<file path="src/rtl/mc_control_if.sv">
// rtl/mc_control_if.sv - instruction/flag inputs and datapath control outputs of mc_control
interface mc_control_if;
  logic [5:0] op;
  logic [5:0] func;
  logic       zero;
  logic       wpc;
  logic       wir;
  logic       wmem;
  logic       wreg;
  logic       iord;
  logic       regrt;
  logic       m2reg;
  logic       jal;
  logic       sext;
  logic       alusrca;
  logic [1:0] alusrcb;
  logic [3:0] aluc;
  logic [1:0] pcsource;
  logic [2:0] state;

  // master is the datapath side (instruction register, ALU flag)
  modport master (
    output op, func, zero,
    input  wpc, wir, wmem, wreg, iord, regrt, m2reg, jal, sext,
    input  alusrca, alusrcb, aluc, pcsource, state
  );

  modport slave (
    input  op, func, zero,
    output wpc, wir, wmem, wreg, iord, regrt, m2reg, jal, sext,
    output alusrca, alusrcb, aluc, pcsource, state
  );
endinterface

</file>
<file path="src/rtl/mc_control.sv">
// rtl/mc_control.sv - multicycle MIPS-subset control FSM (IF/ID/EXE/MEM/WB)
module mc_control (
  input  logic         clk,
  input  logic         clrn,
  mc_control_if.slave  bus
);

  typedef enum logic [2:0] {
    S_IF  = 3'b000,
    S_ID  = 3'b001,
    S_EXE = 3'b010,
    S_MEM = 3'b011,
    S_WB  = 3'b100
  } state_t;

  state_t cur, nxt;

  logic rtype;
  logic i_add, i_sub, i_and, i_or, i_jr;
  logic i_addi, i_ori, i_lui, i_lw, i_sw, i_beq, i_bne, i_j, i_jal;
  logic i_alur, i_known;

  assign rtype  = (bus.op == 6'b000000);
  assign i_add  = rtype & (bus.func == 6'b100000);
  assign i_sub  = rtype & (bus.func == 6'b100010);
  assign i_and  = rtype & (bus.func == 6'b100100);
  assign i_or   = rtype & (bus.func == 6'b100101);
  assign i_jr   = rtype & (bus.func == 6'b001000);
  assign i_addi = (bus.op == 6'b001000);
  assign i_ori  = (bus.op == 6'b001101);
  assign i_lui  = (bus.op == 6'b001111);
  assign i_lw   = (bus.op == 6'b100011);
  assign i_sw   = (bus.op == 6'b101011);
  assign i_beq  = (bus.op == 6'b000100);
  assign i_bne  = (bus.op == 6'b000101);
  assign i_j    = (bus.op == 6'b000010);
  assign i_jal  = (bus.op == 6'b000011);

  assign i_alur  = i_add | i_sub | i_and | i_or;
  assign i_known = i_alur | i_addi | i_ori | i_lui | i_lw | i_sw | i_beq | i_bne;

  logic       wpc_c, wir_c, wmem_c, wreg_c;
  logic       iord_c, regrt_c, m2reg_c, jal_c, sext_c, alusrca_c;
  logic [1:0] alusrcb_c, pcsource_c;
  logic [3:0] aluc_c;

  always_ff @(posedge clk or negedge clrn) begin
    if (!clrn) cur <= S_IF;
    else       cur <= nxt;
  end

  always_comb begin
    nxt        = S_IF;
    wpc_c      = 1'b0;
    wir_c      = 1'b0;
    wmem_c     = 1'b0;
    wreg_c     = 1'b0;
    iord_c     = 1'b0;
    regrt_c    = 1'b0;
    m2reg_c    = 1'b0;
    jal_c      = 1'b0;
    sext_c     = 1'b0;
    alusrca_c  = 1'b0;
    alusrcb_c  = 2'b00;
    aluc_c     = 4'b0000;
    pcsource_c = 2'b00;
    case (cur)
      S_IF: begin
        wpc_c     = 1'b1;
        wir_c     = 1'b1;
        alusrcb_c = 2'b01;
        nxt       = S_ID;
      end
      S_ID: begin
        // branch target is precomputed here so EXE only has to compare
        alusrcb_c = 2'b11;
        sext_c    = 1'b1;
        if (i_j) begin
          wpc_c      = 1'b1;
          pcsource_c = 2'b11;
        end else if (i_jal) begin
          wpc_c      = 1'b1;
          pcsource_c = 2'b11;
          wreg_c     = 1'b1;
          jal_c      = 1'b1;
        end else if (i_jr) begin
          wpc_c      = 1'b1;
          pcsource_c = 2'b10;
        end else if (i_known) begin
          nxt = S_EXE;
        end
      end
      S_EXE: begin
        alusrca_c = 1'b1;
        if (i_alur) begin
          alusrcb_c = 2'b00;
          aluc_c    = i_sub ? 4'b0100 : i_and ? 4'b0001 : i_or ? 4'b0101 : 4'b0000;
          nxt       = S_WB;
        end else if (i_addi) begin
          alusrcb_c = 2'b10;
          sext_c    = 1'b1;
          nxt       = S_WB;
        end else if (i_ori) begin
          alusrcb_c = 2'b10;
          aluc_c    = 4'b0101;
          nxt       = S_WB;
        end else if (i_lui) begin
          alusrcb_c = 2'b10;
          aluc_c    = 4'b0110;
          nxt       = S_WB;
        end else if (i_lw | i_sw) begin
          alusrcb_c = 2'b10;
          sext_c    = 1'b1;
          nxt       = S_MEM;
        end else if (i_beq | i_bne) begin
          alusrcb_c  = 2'b00;
          aluc_c     = 4'b0100;
          pcsource_c = 2'b01;
          wpc_c      = (i_beq & bus.zero) | (i_bne & ~bus.zero);
        end
      end
      S_MEM: begin
        iord_c = 1'b1;
        wmem_c = i_sw;
        if (i_lw) nxt = S_WB;
      end
      S_WB: begin
        wreg_c  = 1'b1;
        regrt_c = i_addi | i_ori | i_lui | i_lw;
        m2reg_c = i_lw;
      end
      default: nxt = S_IF;
    endcase
  end

  // reset holds state at IF; write strobes are additionally masked so nothing commits
  assign bus.wpc      = wpc_c  & clrn;
  assign bus.wir      = wir_c  & clrn;
  assign bus.wmem     = wmem_c & clrn;
  assign bus.wreg     = wreg_c & clrn;
  assign bus.iord     = iord_c;
  assign bus.regrt    = regrt_c;
  assign bus.m2reg    = m2reg_c;
  assign bus.jal      = jal_c;
  assign bus.sext     = sext_c;
  assign bus.alusrca  = alusrca_c;
  assign bus.alusrcb  = alusrcb_c;
  assign bus.aluc     = aluc_c;
  assign bus.pcsource = pcsource_c;
  assign bus.state    = cur;

endmodule

</file>
<file path="src/flat_wrapper.sv">
// flat-port wrapper written by rule: the top's interface ports become plain ports
module mc_control_flat 
  (clk, clrn, bus_op, bus_func, bus_zero, bus_wpc, bus_wir, bus_wmem, bus_wreg, bus_iord, bus_regrt, bus_m2reg, bus_jal, bus_sext, bus_alusrca, bus_alusrcb, bus_aluc, bus_pcsource, bus_state);
  mc_control_if bus_i ();
  input  logic clk;
  input  logic clrn;
  input wire logic [$bits(bus_i.op)-1:0] bus_op;
  input wire logic [$bits(bus_i.func)-1:0] bus_func;
  input wire logic [$bits(bus_i.zero)-1:0] bus_zero;
  output wire logic [$bits(bus_i.wpc)-1:0] bus_wpc;
  output wire logic [$bits(bus_i.wir)-1:0] bus_wir;
  output wire logic [$bits(bus_i.wmem)-1:0] bus_wmem;
  output wire logic [$bits(bus_i.wreg)-1:0] bus_wreg;
  output wire logic [$bits(bus_i.iord)-1:0] bus_iord;
  output wire logic [$bits(bus_i.regrt)-1:0] bus_regrt;
  output wire logic [$bits(bus_i.m2reg)-1:0] bus_m2reg;
  output wire logic [$bits(bus_i.jal)-1:0] bus_jal;
  output wire logic [$bits(bus_i.sext)-1:0] bus_sext;
  output wire logic [$bits(bus_i.alusrca)-1:0] bus_alusrca;
  output wire logic [$bits(bus_i.alusrcb)-1:0] bus_alusrcb;
  output wire logic [$bits(bus_i.aluc)-1:0] bus_aluc;
  output wire logic [$bits(bus_i.pcsource)-1:0] bus_pcsource;
  output wire logic [$bits(bus_i.state)-1:0] bus_state;
  assign bus_i.op = bus_op;
  assign bus_i.func = bus_func;
  assign bus_i.zero = bus_zero;
  assign bus_wpc = bus_i.wpc;
  assign bus_wir = bus_i.wir;
  assign bus_wmem = bus_i.wmem;
  assign bus_wreg = bus_i.wreg;
  assign bus_iord = bus_i.iord;
  assign bus_regrt = bus_i.regrt;
  assign bus_m2reg = bus_i.m2reg;
  assign bus_jal = bus_i.jal;
  assign bus_sext = bus_i.sext;
  assign bus_alusrca = bus_i.alusrca;
  assign bus_alusrcb = bus_i.alusrcb;
  assign bus_aluc = bus_i.aluc;
  assign bus_pcsource = bus_i.pcsource;
  assign bus_state = bus_i.state;
  mc_control u_core (.clk(clk), .clrn(clrn), .bus(bus_i));
endmodule
</file>
<file path="config.mk">
export PLATFORM = sky130hd
export DESIGN_NAME = mc_control_flat
export DESIGN_NICKNAME = d
export VERILOG_FILES = /design/src/rtl/mc_control_if.sv /design/src/rtl/mc_control.sv /design/src/flat_wrapper.sv
export SDC_FILE = /design/constraint.sdc
export NUM_CORES = 1
export LEC_CHECK = 0
export ABC_AREA = 1
export CAP_MARGIN = 30
export CELL_PAD_IN_SITES_DETAIL_PLACEMENT = 1
export CELL_PAD_IN_SITES_GLOBAL_PLACEMENT = 2
export CORE_AREA = 4 4 64 66
export DETAILED_ROUTE_END_ITERATION = 16
export DIE_AREA = 0 0 68 70
export PLACE_DENSITY_LB_ADDON = 0.05
export SYNTH_ARGS = -nofsm -noshare
export SYNTH_HDL_FRONTEND = slang
export SYNTH_SLANG_ARGS = --single-unit
</file>
<file path="constraint.sdc">
create_clock -name clk -period 3.4 [get_ports clk]
set_clock_uncertainty 0.2 [all_clocks]
set_input_delay 0.85 -clock clk [delete_from_list [all_inputs] [get_ports clk]]
set_output_delay 0.85 -clock clk [all_outputs]
set_load 0.02 [all_outputs]
</file>
==> reports/results.tsv <==
metric	value	unit
Setup crit end	bus_wreg	
Die Width	68	um
number of global-route vias before repair	877	
worst r2r src	u_core.bus.state[0]	
Post-synth EDFFs	0	
pre-CTS worst setup slack	-0.399	ns
VDD IR max	0.0805	mV
Setup Buffers After CTS	0	
LEAKAGE	0.600	nW
Die Y	70	um
Crit-path slowest cell	clkdlybuf4s50_1	
Detail Route Antenna Nets	0	
final setup fails	0	
R2R setup slack	2.04	ns
Synth Area in XOR/XNOR	0	%
min-delay src	u_core.bus.state[1]	
max reg flops	3	
Fin Setup TNS	0	ns
register share of total power	17.4	%
Final Max Tran Viols	0	
via count	836	
ratio of cells with drive above 1 in the final layout	31.3	%
core area	3580	sq um
status	finished clean	
mapped cell area	574	sq um
post-synthesis cell type count	23	
compound-gate portion of the synthesized area	8.50	%
RR Endpoint	u_core.bus.state[2]	
Fmax	0.304	GHz
CTS Buf Count	3	
minimum clock period	3.29	ns
DIE AREA	4760	sq um
Starting DRT DRC Count	20	
Fin. Hold Viols	0	
Top FF cell, synth	dfrtp_1	
Sw Pwr	0.146	mW
area leader, netlist	nand2_1	
Hold WC Path Type	reg2reg	
final core utilization	30.9	%
drt total wl	2.19	mm
GRT Total Usage	9.85	%
#FFs+latches synth	3	
H-tree depth	1	
Warnings, synthesis	0	
# rows	22	
crit end category	primary output	
initial antenna violation count	0	
total clock sinks	3	
Post-Syn Instances	108	
post-synthesis mux area share	0	%
final worst slack	0.108	ns
Crit path required time	2.35	ns
fin cells	208	
Simple-Gate Fraction of Synth Area	61.4	%
clock-pin slew on the worst setup and hold paths	0.04	ns
FF/Latch Area	75.1	sq um
Worst-Skew Late Latency	0.23	ns
syn nets	123	
nets@finish	176	
cts hold-fix bufs	0	
total gr overflow	0	
clock power share	19.9	%
CP peak stage delay	0.43	ns
cell family with most CP delay	buffers and inverters	
GP Congestion	0.702	
CTS tree	done	
syn avg cell area	5.32	sq um
Final Power	0.317	mW
drt wl/cell	10.5	um
CP max FO	10	
clk root buf	clkbuf_4	
crit start category	primary input	
ys async rst share	100	%
worst-case clock buffer depth	2	
WP buf/inv	4	
Final period util	96.8	%
RSZ-0062 raised after global routing	yes	
CP cell instances	clkdlybuf4s50_1 > nor2_2 > buf_6 > buf_4 > nand3_1 > a21oi_1 > dlygate4sd2_1	
WS Path Type	in2out	
fill cell count	489	
first-pass GRT wire length	3.74	mm
R2R depth	3	
Yosys top cell area share	15.7	%
Critical Path Start	bus_op[4]	
synthesized-area fraction occupied by adder cells	0	%
HPWL after DPL	1.99	mm
Detailed Routing Iterations Pass 1	4	
Via density	4.02	
Starting Density	16.0	%
Pwr per Cell Area	287	nW/um^2
top cells by area, synth	nand2_1 (16%), dfrtp_1 (13%), nor2_1 (12%)	
largest net degree at the start of global routing	11	
Comb pwr share	62.6	%
# IOs	36	
Max Cap Viol	0	
# port buffers	34	
antenna cells	0	
Multi-input gate area	439	sq um
Sw Ratio	46.1	%
largest family of logic cells by synthesized area	simple AND/OR/NAND/NOR gates	
area growth from synthesis to layout	92.4	%
P_int	0.171	mW
Placed Cells incl. Taps	204	
WP depth	7	
Post-route DRC	0	
register area share after synthesis	13.1	%
Data arrival, critical path	2.24	ns
[per-stage QoR]
| step | area (sq um) | hold slack (ns) |
|---|---|---|
| final | 1100 | 0.514 |
| after global routing | 1100 | 0.600 |
| after CTS | 1110 | 0.516 |
| after detailed placement | 1080 | 0.508 |
| after global placement | 1080 | 0.521 |
| after floorplan | 574 | 0.354 |
[worst min-delay path: cells and delay by family, from the launching register on]
kind	cells	cell delay, ns
AND/OR/NAND/NOR	1	0.16
AO/OA/AOI/OAI	1	0.09
flip-flops	1	0.41
[power by group through the flow]
stage / combinational [mW] / sequential (mW) / clock (mW)
floorplan: 0.0924 / 0.0635 / 0
global placement: 0.209 / 0.0556 / 0
detailed placement: 0.211 / 0.0561 / 0
CTS: 0.206 / 0.0556 / 0.0651
global route: 0.219 / 0.0572 / 0.0737
finish: 0.198 / 0.0553 / 0.0632
[kinds of logic after synthesis]
logic type | Yosys count
compound gates | 9
buf+inv | 22
flops | 3
other cells | 1
simple gates | 73
[layout make-up]
| type | count | share of cell area (%) |
|---|---|---|
| clock buffer | 4 | 2.38 |
| inverter | 20 | 6.80 |
| multi-input combinational | 83 | 39.8 |
| sequential | 3 | 6.80 |
| tap | 48 | 5.44 |
| timing repair buffer | 50 | 38.8 |
[worst min-delay path by stage]
stage	endpoint	cells after the start
finish	u_core.bus.state[2]	2
global route	u_core.bus.state[0]	3
CTS	u_core.bus.state[2]	2
detailed placement	u_core.bus.state[2]	2
global placement	u_core.bus.state[0]	3
floorplan	u_core.bus.state[0]	0
[cell usage after synthesis, types with 2 or more instances]
cell type,number
nand3_1,14
inv_2,2
nand2_1,24
dfrtp_1,3
a31oi_1,2
nand2_2,3
nor2_2,4
o21ai_0,3
a21oi_1,2
nor3_1,2
inv_1,18
nand3_2,2
nor2_1,19
[metal layers]
layer  wire length, um  vias to the layer above  track usage, %
li1                  -                      440               -
met1              1030                      378            12.8
met2              1060                       18            16.6
met3                97                        0            1.77
met4                 0                        0            1.99
met5                 0                        -               0
[repair_timing]
item | in CTS | in global routing
gates cloned | 0 | 0
pin swaps | 0 | 2
gates resized for setup | 31 | 23
setup endpoints to repair | 13 | 12
[layout by cell type (no fill, tap or decap), types with 2 or more instances in the layout]
cell type        count
nor2_2               8
buf_4               16
nor2_1              14
nand3_1             13
nor3_1               2
nand2_1             24
clkdlybuf4s50_1     17
nand3_2              2
inv_1               18
nand2_2              3
dlymetal6s2s_1       4
clkbuf_4             3
buf_2                3
o21ai_0              3
dfrtp_1              3
clkbuf_2             5
inv_2                2
nor2_4               2
dlygate4sd2_1        3
a31oi_1              2
No activity file was read; power rests on OpenSTA's default activity.
